[config.mk]
export PLATFORM = sky130hd
export DESIGN_NAME = spec_peak_detect_flat
export DESIGN_NICKNAME = d
export VERILOG_FILES = /design/src/rtl/spec_peak_detect_if.sv /design/src/rtl/spec_peak_detect.sv /design/src/flat_wrapper.sv
export SDC_FILE = /design/constraint.sdc
export NUM_CORES = 1
export LEC_CHECK = 0
export ABC_AREA = 1
export BUFFER_PORTS_ARGS = -buffer_cell sky130_fd_sc_hd__buf_2
export CORE_ASPECT_RATIO = 2
export CORE_MARGIN = 8
export CORE_UTILIZATION = 30
export DETAILED_ROUTE_END_ITERATION = 10
export PLACE_DENSITY = 0.55
export SYNTH_ARGS = -nofsm -noshare
export SYNTH_HDL_FRONTEND = slang
export SYNTH_SLANG_ARGS = --single-unit
[constraint.sdc]
create_clock -name clk -period 3.4 [get_ports clk]
set_input_delay 0.68 -clock clk [delete_from_list [all_inputs] [get_ports clk]]
set_output_delay 0.68 -clock clk [all_outputs]
set_load 0.01 [all_outputs]
[src/rtl/spec_peak_detect_if.sv]
// Handshake bundle for the peak detector: sample stream in, frame result out.
// The master side drives samples and consumes results; the slave side is the detector.
interface spec_peak_detect_if #(
  parameter int WIDTH = 12,
  parameter int DEPTH = 8
);
  localparam int IW = $clog2(DEPTH);

  logic                  in_valid;
  logic                  in_ready;
  logic [WIDTH-1:0]      din;
  logic                  out_valid;
  logic                  out_ready;
  logic [WIDTH-1:0]      peak_val;
  logic [IW-1:0]         peak_idx;
  logic [WIDTH+IW-1:0]   frame_sum;
  logic                  alarm;

  modport master (
    output in_valid, din, out_ready,
    input  in_ready, out_valid, peak_val, peak_idx, frame_sum, alarm
  );

  modport slave (
    input  in_valid, din, out_ready,
    output in_ready, out_valid, peak_val, peak_idx, frame_sum, alarm
  );
endinterface

[src/rtl/spec_peak_detect.sv]
// Frame peak detector: tracks max, its first index and the sum over DEPTH samples,
// then publishes them in a one-deep result register with a threshold alarm.
module spec_peak_detect #(
  parameter int               WIDTH  = 12,
  parameter int               DEPTH  = 8,
  parameter logic [WIDTH-1:0] THRESH = 'h800
) (
  input  logic             clk,
  input  logic             reset,
  spec_peak_detect_if.slave bus
);
  localparam int IW = $clog2(DEPTH);
  localparam int SW = WIDTH + IW;

  typedef enum logic {IDLE, SCAN} state_t;

  state_t            state_reg, state_next;
  logic [IW-1:0]     idx_reg, idx_next;
  logic [WIDTH-1:0]  max_reg, max_next;
  logic [IW-1:0]     max_idx_reg, max_idx_next;
  logic [SW-1:0]     sum_reg, sum_next;
  logic              out_valid_reg, out_valid_next;
  logic [WIDTH-1:0]  peak_val_reg, peak_val_next;
  logic [IW-1:0]     peak_idx_reg, peak_idx_next;
  logic [SW-1:0]     frame_sum_reg, frame_sum_next;
  logic              alarm_reg, alarm_next;

  logic              last_word;
  logic              ready;
  logic              accept;
  logic              consume;
  logic              take_new;
  logic [WIDTH-1:0]  cand_max;
  logic [IW-1:0]     cand_idx;
  logic [SW-1:0]     din_ext;
  logic [SW-1:0]     cand_sum;

  assign last_word = (idx_reg == IW'(DEPTH - 1));
  // Only the closing word needs the result register; earlier words keep flowing.
  assign ready     = !(last_word && out_valid_reg && !bus.out_ready);
  assign accept    = bus.in_valid && ready;
  assign consume   = out_valid_reg && bus.out_ready;

  // Strict compare so a tie keeps the earlier index.
  assign take_new  = (bus.din > max_reg);
  assign cand_max  = take_new ? bus.din : max_reg;
  assign cand_idx  = take_new ? idx_reg : max_idx_reg;
  assign din_ext   = {{IW{1'b0}}, bus.din};
  assign cand_sum  = sum_reg + din_ext;

  always_comb begin
    state_next     = state_reg;
    idx_next       = idx_reg;
    max_next       = max_reg;
    max_idx_next   = max_idx_reg;
    sum_next       = sum_reg;
    out_valid_next = out_valid_reg;
    peak_val_next  = peak_val_reg;
    peak_idx_next  = peak_idx_reg;
    frame_sum_next = frame_sum_reg;
    alarm_next     = alarm_reg;

    if (consume) begin
      out_valid_next = 1'b0;
    end

    if (accept) begin
      case (state_reg)
        IDLE: begin
          max_next     = bus.din;
          max_idx_next = '0;
          sum_next     = din_ext;
          idx_next     = IW'(1);
          state_next   = SCAN;
        end
        SCAN: begin
          max_next     = cand_max;
          max_idx_next = cand_idx;
          sum_next     = cand_sum;
          if (last_word) begin
            idx_next       = '0;
            state_next     = IDLE;
            out_valid_next = 1'b1;
            peak_val_next  = cand_max;
            peak_idx_next  = cand_idx;
            frame_sum_next = cand_sum;
            alarm_next     = (cand_max >= THRESH);
          end else begin
            idx_next = idx_reg + IW'(1);
          end
        end
        default: state_next = IDLE;
      endcase
    end
  end

  always_ff @(posedge clk) begin
    if (!reset) begin
      state_reg     <= IDLE;
      idx_reg       <= '0;
      max_reg       <= '0;
      max_idx_reg   <= '0;
      sum_reg       <= '0;
      out_valid_reg <= 1'b0;
      peak_val_reg  <= '0;
      peak_idx_reg  <= '0;
      frame_sum_reg <= '0;
      alarm_reg     <= 1'b0;
    end else begin
      state_reg     <= state_next;
      idx_reg       <= idx_next;
      max_reg       <= max_next;
      max_idx_reg   <= max_idx_next;
      sum_reg       <= sum_next;
      out_valid_reg <= out_valid_next;
      peak_val_reg  <= peak_val_next;
      peak_idx_reg  <= peak_idx_next;
      frame_sum_reg <= frame_sum_next;
      alarm_reg     <= alarm_next;
    end
  end

  assign bus.in_ready  = ready;
  assign bus.out_valid = out_valid_reg;
  assign bus.peak_val  = peak_val_reg;
  assign bus.peak_idx  = peak_idx_reg;
  assign bus.frame_sum = frame_sum_reg;
  assign bus.alarm     = alarm_reg;
endmodule

[src/flat_wrapper.sv]
// flat-port wrapper written by rule: the top's interface ports become plain ports
module spec_peak_detect_flat 
#(
  parameter int               WIDTH  = 12,
  parameter int               DEPTH  = 8,
  parameter logic [WIDTH-1:0] THRESH = 'h800
)
  (clk, reset, bus_in_valid, bus_din, bus_out_ready, bus_in_ready, bus_out_valid, bus_peak_val, bus_peak_idx, bus_frame_sum, bus_alarm);
  spec_peak_detect_if #(.WIDTH(WIDTH), .DEPTH(DEPTH)) bus_i ();
  input  logic clk;
  input  logic reset;
  input wire logic [$bits(bus_i.in_valid)-1:0] bus_in_valid;
  input wire logic [$bits(bus_i.din)-1:0] bus_din;
  input wire logic [$bits(bus_i.out_ready)-1:0] bus_out_ready;
  output wire logic [$bits(bus_i.in_ready)-1:0] bus_in_ready;
  output wire logic [$bits(bus_i.out_valid)-1:0] bus_out_valid;
  output wire logic [$bits(bus_i.peak_val)-1:0] bus_peak_val;
  output wire logic [$bits(bus_i.peak_idx)-1:0] bus_peak_idx;
  output wire logic [$bits(bus_i.frame_sum)-1:0] bus_frame_sum;
  output wire logic [$bits(bus_i.alarm)-1:0] bus_alarm;
  assign bus_i.in_valid = bus_in_valid;
  assign bus_i.din = bus_din;
  assign bus_i.out_ready = bus_out_ready;
  assign bus_in_ready = bus_i.in_ready;
  assign bus_out_valid = bus_i.out_valid;
  assign bus_peak_val = bus_i.peak_val;
  assign bus_peak_idx = bus_i.peak_idx;
  assign bus_frame_sum = bus_i.frame_sum;
  assign bus_alarm = bus_i.alarm;
  spec_peak_detect #(.WIDTH(WIDTH), .DEPTH(DEPTH), .THRESH(THRESH)) u_core (.clk(clk), .reset(reset), .bus(bus_i));
endmodule
==> results of run 1 <==
[power by group through the flow]
stage                     combinational (mW)  clock, mW  sequential, mW
after floorplan                        0.325          0           0.827
after global placement                 0.405          0           0.830
after detailed placement               0.410          0           0.830
after CTS                              0.413       1.10           0.814
after global routing                   0.461       1.12           0.816
final                                  0.409       1.07           0.814
[final timing paths]
path                             end  cells past startpoint
max          u_core.bus.frame_sum[7]                      9
min          u_core.bus.frame_sum[9]                      2
max reg2reg  u_core.bus.frame_sum[7]                      9
min reg2reg  u_core.bus.frame_sum[9]                      2
[cell families after synthesis]
logic type	count (synthesis)	share of synthesized area, %
buffers and inverters	105	11.4
xor gates and xnor gates	5	1.09
and+or+nand+nor	266	33.0
adders and majority gates	27	8.63
DFF	66	33.0
AOI/OAI and AO/OA	85	12.8
[synth_stat cells]
cell      instances  area (µm²)
o21a_1            5        37.5
buf_2             7        35.0
inv_1            81         304
xor2_1            4        35.0
clkbuf_2          1        5.00
nor2_4            1        11.3
nor3_2            1        10.0
xnor2_1           1        8.76
a22o_1            4        35.0
nor2_2            2        12.5
fa_1              1        20.0
a31oi_1           6        37.5
ha_1             26         325
nand4_1           5        31.3
buf_12            1        20.0
nand3_4           1        17.5
nand2_1         152         571
dfxtp_1          66        1320
o21ai_0          16        80.1
nor3_1            1        5.00
o21ai_1           5        25.0
o22ai_1           6        37.5
buf_6             3        33.8
inv_2             5        18.8
a21oi_1          30         150
nand3b_1          4        30.0
a21oi_2          10        87.6
a21o_1            2        15.0
inv_4             1        6.26
clkbuf_1          3        11.3
a211oi_1          1        7.51
buf_4             3        22.5
nor2_1           13        48.8
nand2_2           5        31.3
and2_1            1        6.26
nand3_2          10         100
nor2_8            1        20.0
nand3_1          56         280
nand2_4          13         146
[layout make-up]
| type | count | area [µm²] | area share [%] |
|---|---|---|---|
| flip-flops and latches | 66 | 1320 | 28.3 |
| multi-input cells | 383 | 2220 | 47.7 |
| well taps | 152 | 190 | 4.08 |
| repair buffers | 51 | 263 | 5.64 |
| clock inverters | 5 | 103 | 2.20 |
| clock buffers | 11 | 233 | 4.99 |
| inverters | 87 | 329 | 7.06 |
[cell usage in the layout, fill, tap and decap left out, drive strengths merged]
| master | synthesis | routed |
|---|---|---|
| nand3b | 4 | 4 |
| dfxtp | 66 | 66 |
| inv | 87 | 87 |
| nor2 | 17 | 17 |
| nor3 | 2 | 2 |
| nand4 | 5 | 5 |
| clkinvlp | 0 | 1 |
| clkinv | 0 | 1 |
| nand3 | 67 | 67 |
| o21a | 5 | 5 |
| clkbuf | 4 | 11 |
| xor2 | 4 | 4 |
| o21ai | 21 | 21 |
| buf | 14 | 51 |
| xnor2 | 1 | 1 |
| a21oi | 40 | 40 |
| a31oi | 6 | 6 |
| fa | 1 | 1 |
| a21o | 2 | 2 |
| o22ai | 6 | 6 |
| a211oi | 1 | 1 |
| bufinv | 0 | 3 |
| nand2 | 170 | 170 |
| ha | 26 | 26 |
| a22o | 4 | 4 |
| and2 | 1 | 1 |
[worst max-delay path: cells and delay by family (launching register included)]
family | cells | cell delay [ns]
adder cells (fa/ha/maj) | 2 | 0.51
AND/OR/NAND/NOR | 6 | 1.03
buffers and inverters | 1 | 0.38
flip-flops | 1 | 0.35
[per-layer routing]
metal | vias to the layer above | global-route usage, %
met5 | - | 0
met4 | 0 | 8.96
met3 | 26 | 2.20
met2 | 88 | 27.2
met1 | 1720 | 12.2
li1 | 1880 | -
[per-stage QoR]
step / util, % / hold WS [ns] / instances / cell area [µm²]
global placement: 33.3 / 0.436 / 739 / 4330
CTS: 35.9 / 0.452 / 755 / 4660
floorplan: - / 0.444 / 554 / 4000
detailed placement: 33.3 / 0.435 / 739 / 4330
finish: 35.9 / 0.448 / 755 / 4660
global route: 35.9 / 0.465 / 755 / 4660
==> flow_summary.ini, run 1 <==
[grt]
grt_pass1_vias = 3896
grt_usage_pct = 13.6
grt_pass1_wl_um = 18900
antenna_found_initial = 0
grt_start_max_net_pins = 32
gr-total-overflow = 0

[pwr]
power_leakage_nw = 2.31
p_total_mw = 2.30
switching_share_pct = 28.3
switchingPower_mw = 0.650
combinationalPowerShare_pct = 17.8
peakVddDrop_mv = 0.252
pwr-share-seq_pct = 35.4
p_per_area_mw_per_mm2 = 493
internal-power_mw = 1.65
power_frac_clock_pct = 46.8

[die]
num_rows = 59
start_util_pct = 30.8
pin_count = 49
die_x_um = 97.7
coreArea_mm2 = 0.0130
die_area_mm2 = 0.0175
die-height_um = 179

[timing]
rsz0062_at_grt = false
tns_ns = 0
max_freq_mhz = 424
setup_viol_count_final = 0
relSlewSlack_pct = 66.4
fin_crit_sh_pct = 69.3
finalClockSkew_ns = 0.00540
final_hold_viol_count = 0
drv_slew = 0
worst_slack_ns = 1.04
period_minus_slack_ns = 2.36
tightestPinTransition_ns = 0.503

[yosys]
synth_cells = 554
postSynthNetCount = 597
synth_cell_types = 39
ys_ff_latch = 66
yosysWarnings = 0
netlist_area_mm2 = 0.00400
ys_seq_area_share_pct = 33.0
synth.avg_cell_area_um2 = 7.22

[critical_path]
path_class = flip-flop to flip-flop
cp.arrival_ns = 2.63
worstPathCellList = ha_1 -> ha_1 -> nand2_4 -> nand2_4 -> nor2_8 -> nand2_2 -> inv_2 -> nand3_1 -> nand2_1
cpMaxStageDelayCell = inv_2
cp.required_ns = 3.68
cp_max_fo = 24
max_stage_delay_ns = 0.38
cp-end-kind = flip-flop
startpoint_type = flip-flop
cp-startpoint = u_core.idx_reg[0]
timing.rr.start = u_core.idx_reg[0]
reg2reg_slack_ns = 1.04

[clocking]
clk_pin_slew_ns = 0.06
cts_tree = built
post_cts_buffers = 0
clock_latency_ns = 0.33
clockBufferDepth = 2
cts_hold_buf = 0
cts_sinks = 66
numCtsBuffers = 9
cts_root_buf = clkbuf_16
h-tree-depth = 3
cts_resized = 0

[detailed_routing]
drc = 0
drt_iter0_markers = 149
dr_wl_met2_um = 6470
routed.top_layer = met4
ant_nets = 0
wl_um = 11700
drt-met1-wl_um = 4330
vias = 3714
dr.pass1.iters = 4
dr_wl_met3_um = 392
post_drt_wl_per_cell_um = 15.5
vias_per_cell = 4.92

[job]
maxCapViolations = 0

[cells_and_area]
diodes = 0
drive_above_1_share_pct = 19.1
nets = 641
syn2layout_area_growth_pct = 16.5
nFillCells = 1437

[worst_hold_path]
hp-class = flip-flop to flip-flop
hold_path_startpoint = u_core.bus.frame_sum[9]

[placed_design]
gp_congestion = 0.892
io_buffers = 48
dpl.hpwl_um = 8810
preCtsSetupSlack_ns = 0.842

[status]
status = finished, final reports clean
Power figures use the tool's default switching activity.
==> run 2: changes to the inputs <==
--- a/config.mk
+++ b/config.mk
@@ -5,13 +5,13 @@
 export SDC_FILE = /design/constraint.sdc
 export NUM_CORES = 1
 export LEC_CHECK = 0
-export ABC_AREA = 1
+export ABC_AREA = 0
 export BUFFER_PORTS_ARGS = -buffer_cell sky130_fd_sc_hd__buf_2
 export CORE_ASPECT_RATIO = 2
 export CORE_MARGIN = 8
 export CORE_UTILIZATION = 30
 export DETAILED_ROUTE_END_ITERATION = 10
-export PLACE_DENSITY = 0.55
+export PLACE_DENSITY = 0.57
 export SYNTH_ARGS = -nofsm -noshare
 export SYNTH_HDL_FRONTEND = slang
 export SYNTH_SLANG_ARGS = --single-unit
==> constraint.sdc (replaced) <==
create_clock -name clk -period 1.9 [get_ports clk]
set_input_delay 0.38 -clock clk [delete_from_list [all_inputs] [get_ports clk]]
set_output_delay 0.38 -clock clk [all_outputs]
set_load 0.01 [all_outputs]
==> run 2 against run 1 <==
Compared with the run above:
- the run now ends with setup timing left
- register-to-register slack got worse by 1.2 ns
- design area is 9.3% higher
- hold slack worse by 0.073 ns
- power is 78% higher
- via count is 6.4% lower
- sequential power increased by 81%
- flip-flop and latch count stayed put
- first-iteration DRC count shrank 17%
- core utilization grew 6.6 points
- die area decreased by 7.7%
==> flow_summary.ini, run 2 <==
[timing]
max_freq_mhz = 495
relSlewSlack_pct = 72.6
rsz0062_at_grt = true
tns_ns = -0.352
worst_slack_ns = -0.120
drv_slew = 0
fin_crit_sh_pct = 106
finalClockSkew_ns = 0.0108
final_hold_viol_count = 0
period_minus_slack_ns = 2.02
setup_viol_count_final = 11
tightestPinTransition_ns = 0.408

[cells_and_area]
mostFrequentLayoutCell = buf_4
final-seq-area_mm2 = 0.00133
multi_input_area_mm2 = 0.00239
syn2layout_area_growth_pct = 39.6
nFillCells = 1200
diodes = 0
drive_above_1_share_pct = 35.6
nets = 578
layout.cells.non_filler = 686
final_cell_mix = buf_4, dfxtp_1, nand2_1, buf_2, a21oi_1
design_area_mm2 = 0.00509

[die]
num_rows = 57
pin_count = 49
die_area_mm2 = 0.0162
start_util_pct = 30.5
coreArea_mm2 = 0.0120
die-height_um = 172
die_x_um = 94.0

[grt]
gr-total-overflow = 0
antenna_found_initial = 0
grt_pass1_vias = 3377
grt_start_max_net_pins = 50
grt_usage_pct = 13.6
grt_pass1_wl_um = 17200

[yosys]
synth.avg_cell_area_um2 = 8.49
postSynthNetCount = 473
synth_xor_area_share_pct = 2.40
synth_cells = 430
yosys.area_share.adder_pct = 9.46
ys_seq_area_share_pct = 36.2
ys_ff_latch = 66
synth.area.mux_share_pct = 9.08
synthTopCellsByArea = dfxtp_1, ha_1, mux2i_1
synth_cell_types = 50
synth-edff-count = 0
yosysWarnings = 0
yosysTopAreaCell = dfxtp_1
synth_top_family_by_area = compound AO/OA/AOI/OAI gates
synth-compound-area-share_pct = 22.1
synthTopCellsByCount = dfxtp_1, nand2_1, a21oi_1, o21ai_0, mux2i_1
netlist_area_mm2 = 0.00365
netlist.area_leader.share_pct = 36.2
synth_most_common_cell = dfxtp_1
synth_flop_cell = dfxtp_1
yosys.area_share.simple_pct = 15.4
synthArstFlopShare_pct = 0

[pwr]
internal-power_mw = 2.98
peakVddDrop_mv = 0.511
p_total_mw = 4.09
switching_share_pct = 27.0
power_leakage_nw = 2.21
switchingPower_mw = 1.10
p_per_area_mw_per_mm2 = 803
combinationalPowerShare_pct = 24.3
power_frac_clock_pct = 39.7
pwr-share-seq_pct = 36.0

[detailed_routing]
drt_iter0_markers = 123
vias_per_cell = 5.07
ant_nets = 0
post_drt_wl_per_cell_um = 15.5
drc = 0
wl_um = 10600
vias = 3475
dr.pass1.iters = 6

[status]
status = finished, violations left
violations = setup timing

[critical_path]
worstPathCellList = ha_4 -> fa_2 -> a21oi_2 -> o211a_1 -> o21ai_2 -> a31o_4 -> a31o_1 -> a311oi_2
cp.required_ns = 2.15
cp_max_fo = 6
reg2reg_slack_ns = -0.12
startpoint_type = flip-flop
crit_family = compound AO/OA/AOI/OAI gates
path_buf_inv = 0
cp.arrival_ns = 2.27
max_stage_delay_ns = 0.35
timing.rr.end = u_core.bus.frame_sum[14]
timing.rr.start = u_core.sum_reg[0]
cp-end-kind = flip-flop
path_class = flip-flop to flip-flop
reg2reg_depth = 8
cpMaxStageDelayCell = fa_2

[clocking]
cts_sinks = 66
cts_tree = built
clk_pin_slew_ns = 0.05
numCtsBuffers = 9
h-tree-depth = 3
cts_hold_buf = 0
clockBufferDepth = 2
cts_root_buf = clkbuf_16
clock_latency_ns = 0.33

[worst_hold_path]
min_to = u_core.idx_reg[1]
hold_path_startpoint = bus_in_valid
min_delay_path_depth = 3
hp-class = primary input to flip-flop

[placed_design]
dp_cells = 663
preCtsSetupSlack_ns = -0.364
io_buffers = 48
gp_congestion = 0.860
place_area_mm2 = 0.00448
dpl.hpwl_um = 7600

[job]
maxCapViolations = 0
[run 2: cell count changes after synthesis, sizes merged, moves of 7 or more]
cell    previous run  this run
a211oi             1         8
a21oi             40        51
and3               0         7
clkbuf             4        18
inv               87        16
mux2i              0        32
nand2            170        58
nand3             67        20
o211ai             0         8
o21ai             21        35
xnor2              1         8
[run 2: worst max-delay path by stage]
stage | startpoint | endpoint | slack [ns] | depth (start not counted)
2_1_floorplan | bus_din[0] | u_core.bus.frame_sum[14] | -0.14 | 8
3_3_place_gp | bus_din[0] | u_core.bus.frame_sum[14] | -0.33 | 9
3_5_place_dp | bus_din[0] | u_core.bus.frame_sum[14] | -0.36 | 9
4_1_cts | u_core.sum_reg[0] | u_core.bus.frame_sum[14] | -0.14 | 8
5_1_grt | u_core.sum_reg[0] | u_core.bus.frame_sum[14] | -0.20 | 8
6_report | u_core.sum_reg[0] | u_core.bus.frame_sum[14] | -0.12 | 8
[run 2: power groups by stage]
stage | clock [mW] | sequential [mW] | combinational, mW
global placement | 0 | 1.49 | 0.813
detailed placement | 0 | 1.49 | 0.818
global route | 1.72 | 1.48 | 1.09
CTS | 1.67 | 1.47 | 0.913
floorplan | 0 | 1.49 | 0.520
finish | 1.62 | 1.47 | 0.992
[run 2: cells by family (layout without fill, tap and decap cells)]
logic type	count (synthesis)	in the layout
AO/OA/AOI/OAI	127	128
buffers and inverters	44	152
flip-flops	66	66
multiplexers	33	33
XOR/XNOR	10	10
adder cells (fa/ha/maj)	27	27
AND/OR/NAND/NOR	123	123
[run 2: final cells by class]
type | count | share of cell area [%]
Clock inverter | 3 | 0.786
Sequential cell | 66 | 26.1
Multi-Input combinational cell | 321 | 46.9
Inverter | 17 | 1.25
Timing Repair Buffer | 120 | 16.5
Tap cell | 147 | 3.61
Clock buffer | 12 | 4.84
[run 2: stage by stage]
| stage | hold slack, ns | util (%) |
|---|---|---|
| final | 0.375 | 42.5 |
| after global routing | 0.381 | 42.5 |
| after CTS | 0.356 | 41.1 |
| after detailed placement | 0.446 | 37.4 |
| after global placement | 0.443 | 37.4 |
| after floorplan | 0.436 | - |
[run 2: what timing repair did]
action / 4_1_cts / 5_1_grt
endpoints found under the setup margin: 42 / 49
cloned: 2 / 0
gates resized for setup: 30 / 33
setup buffers: 1 / 5
pin swaps: 30 / 28
[run 2: metal layers]
layer	up-vias	track usage [%]	part of all wire [%]
li1	1749	-	-
met1	1627	16.3	44
met2	82	22.6	50
met3	17	2.91	4.0
met4	0	5.77	2.0
met5	-	0	0
[run 2: tightest hold or removal path: stages]
cell	delay (ns)
buf_2	0.13
nand4b_1	0.09
a21oi_1	0.06
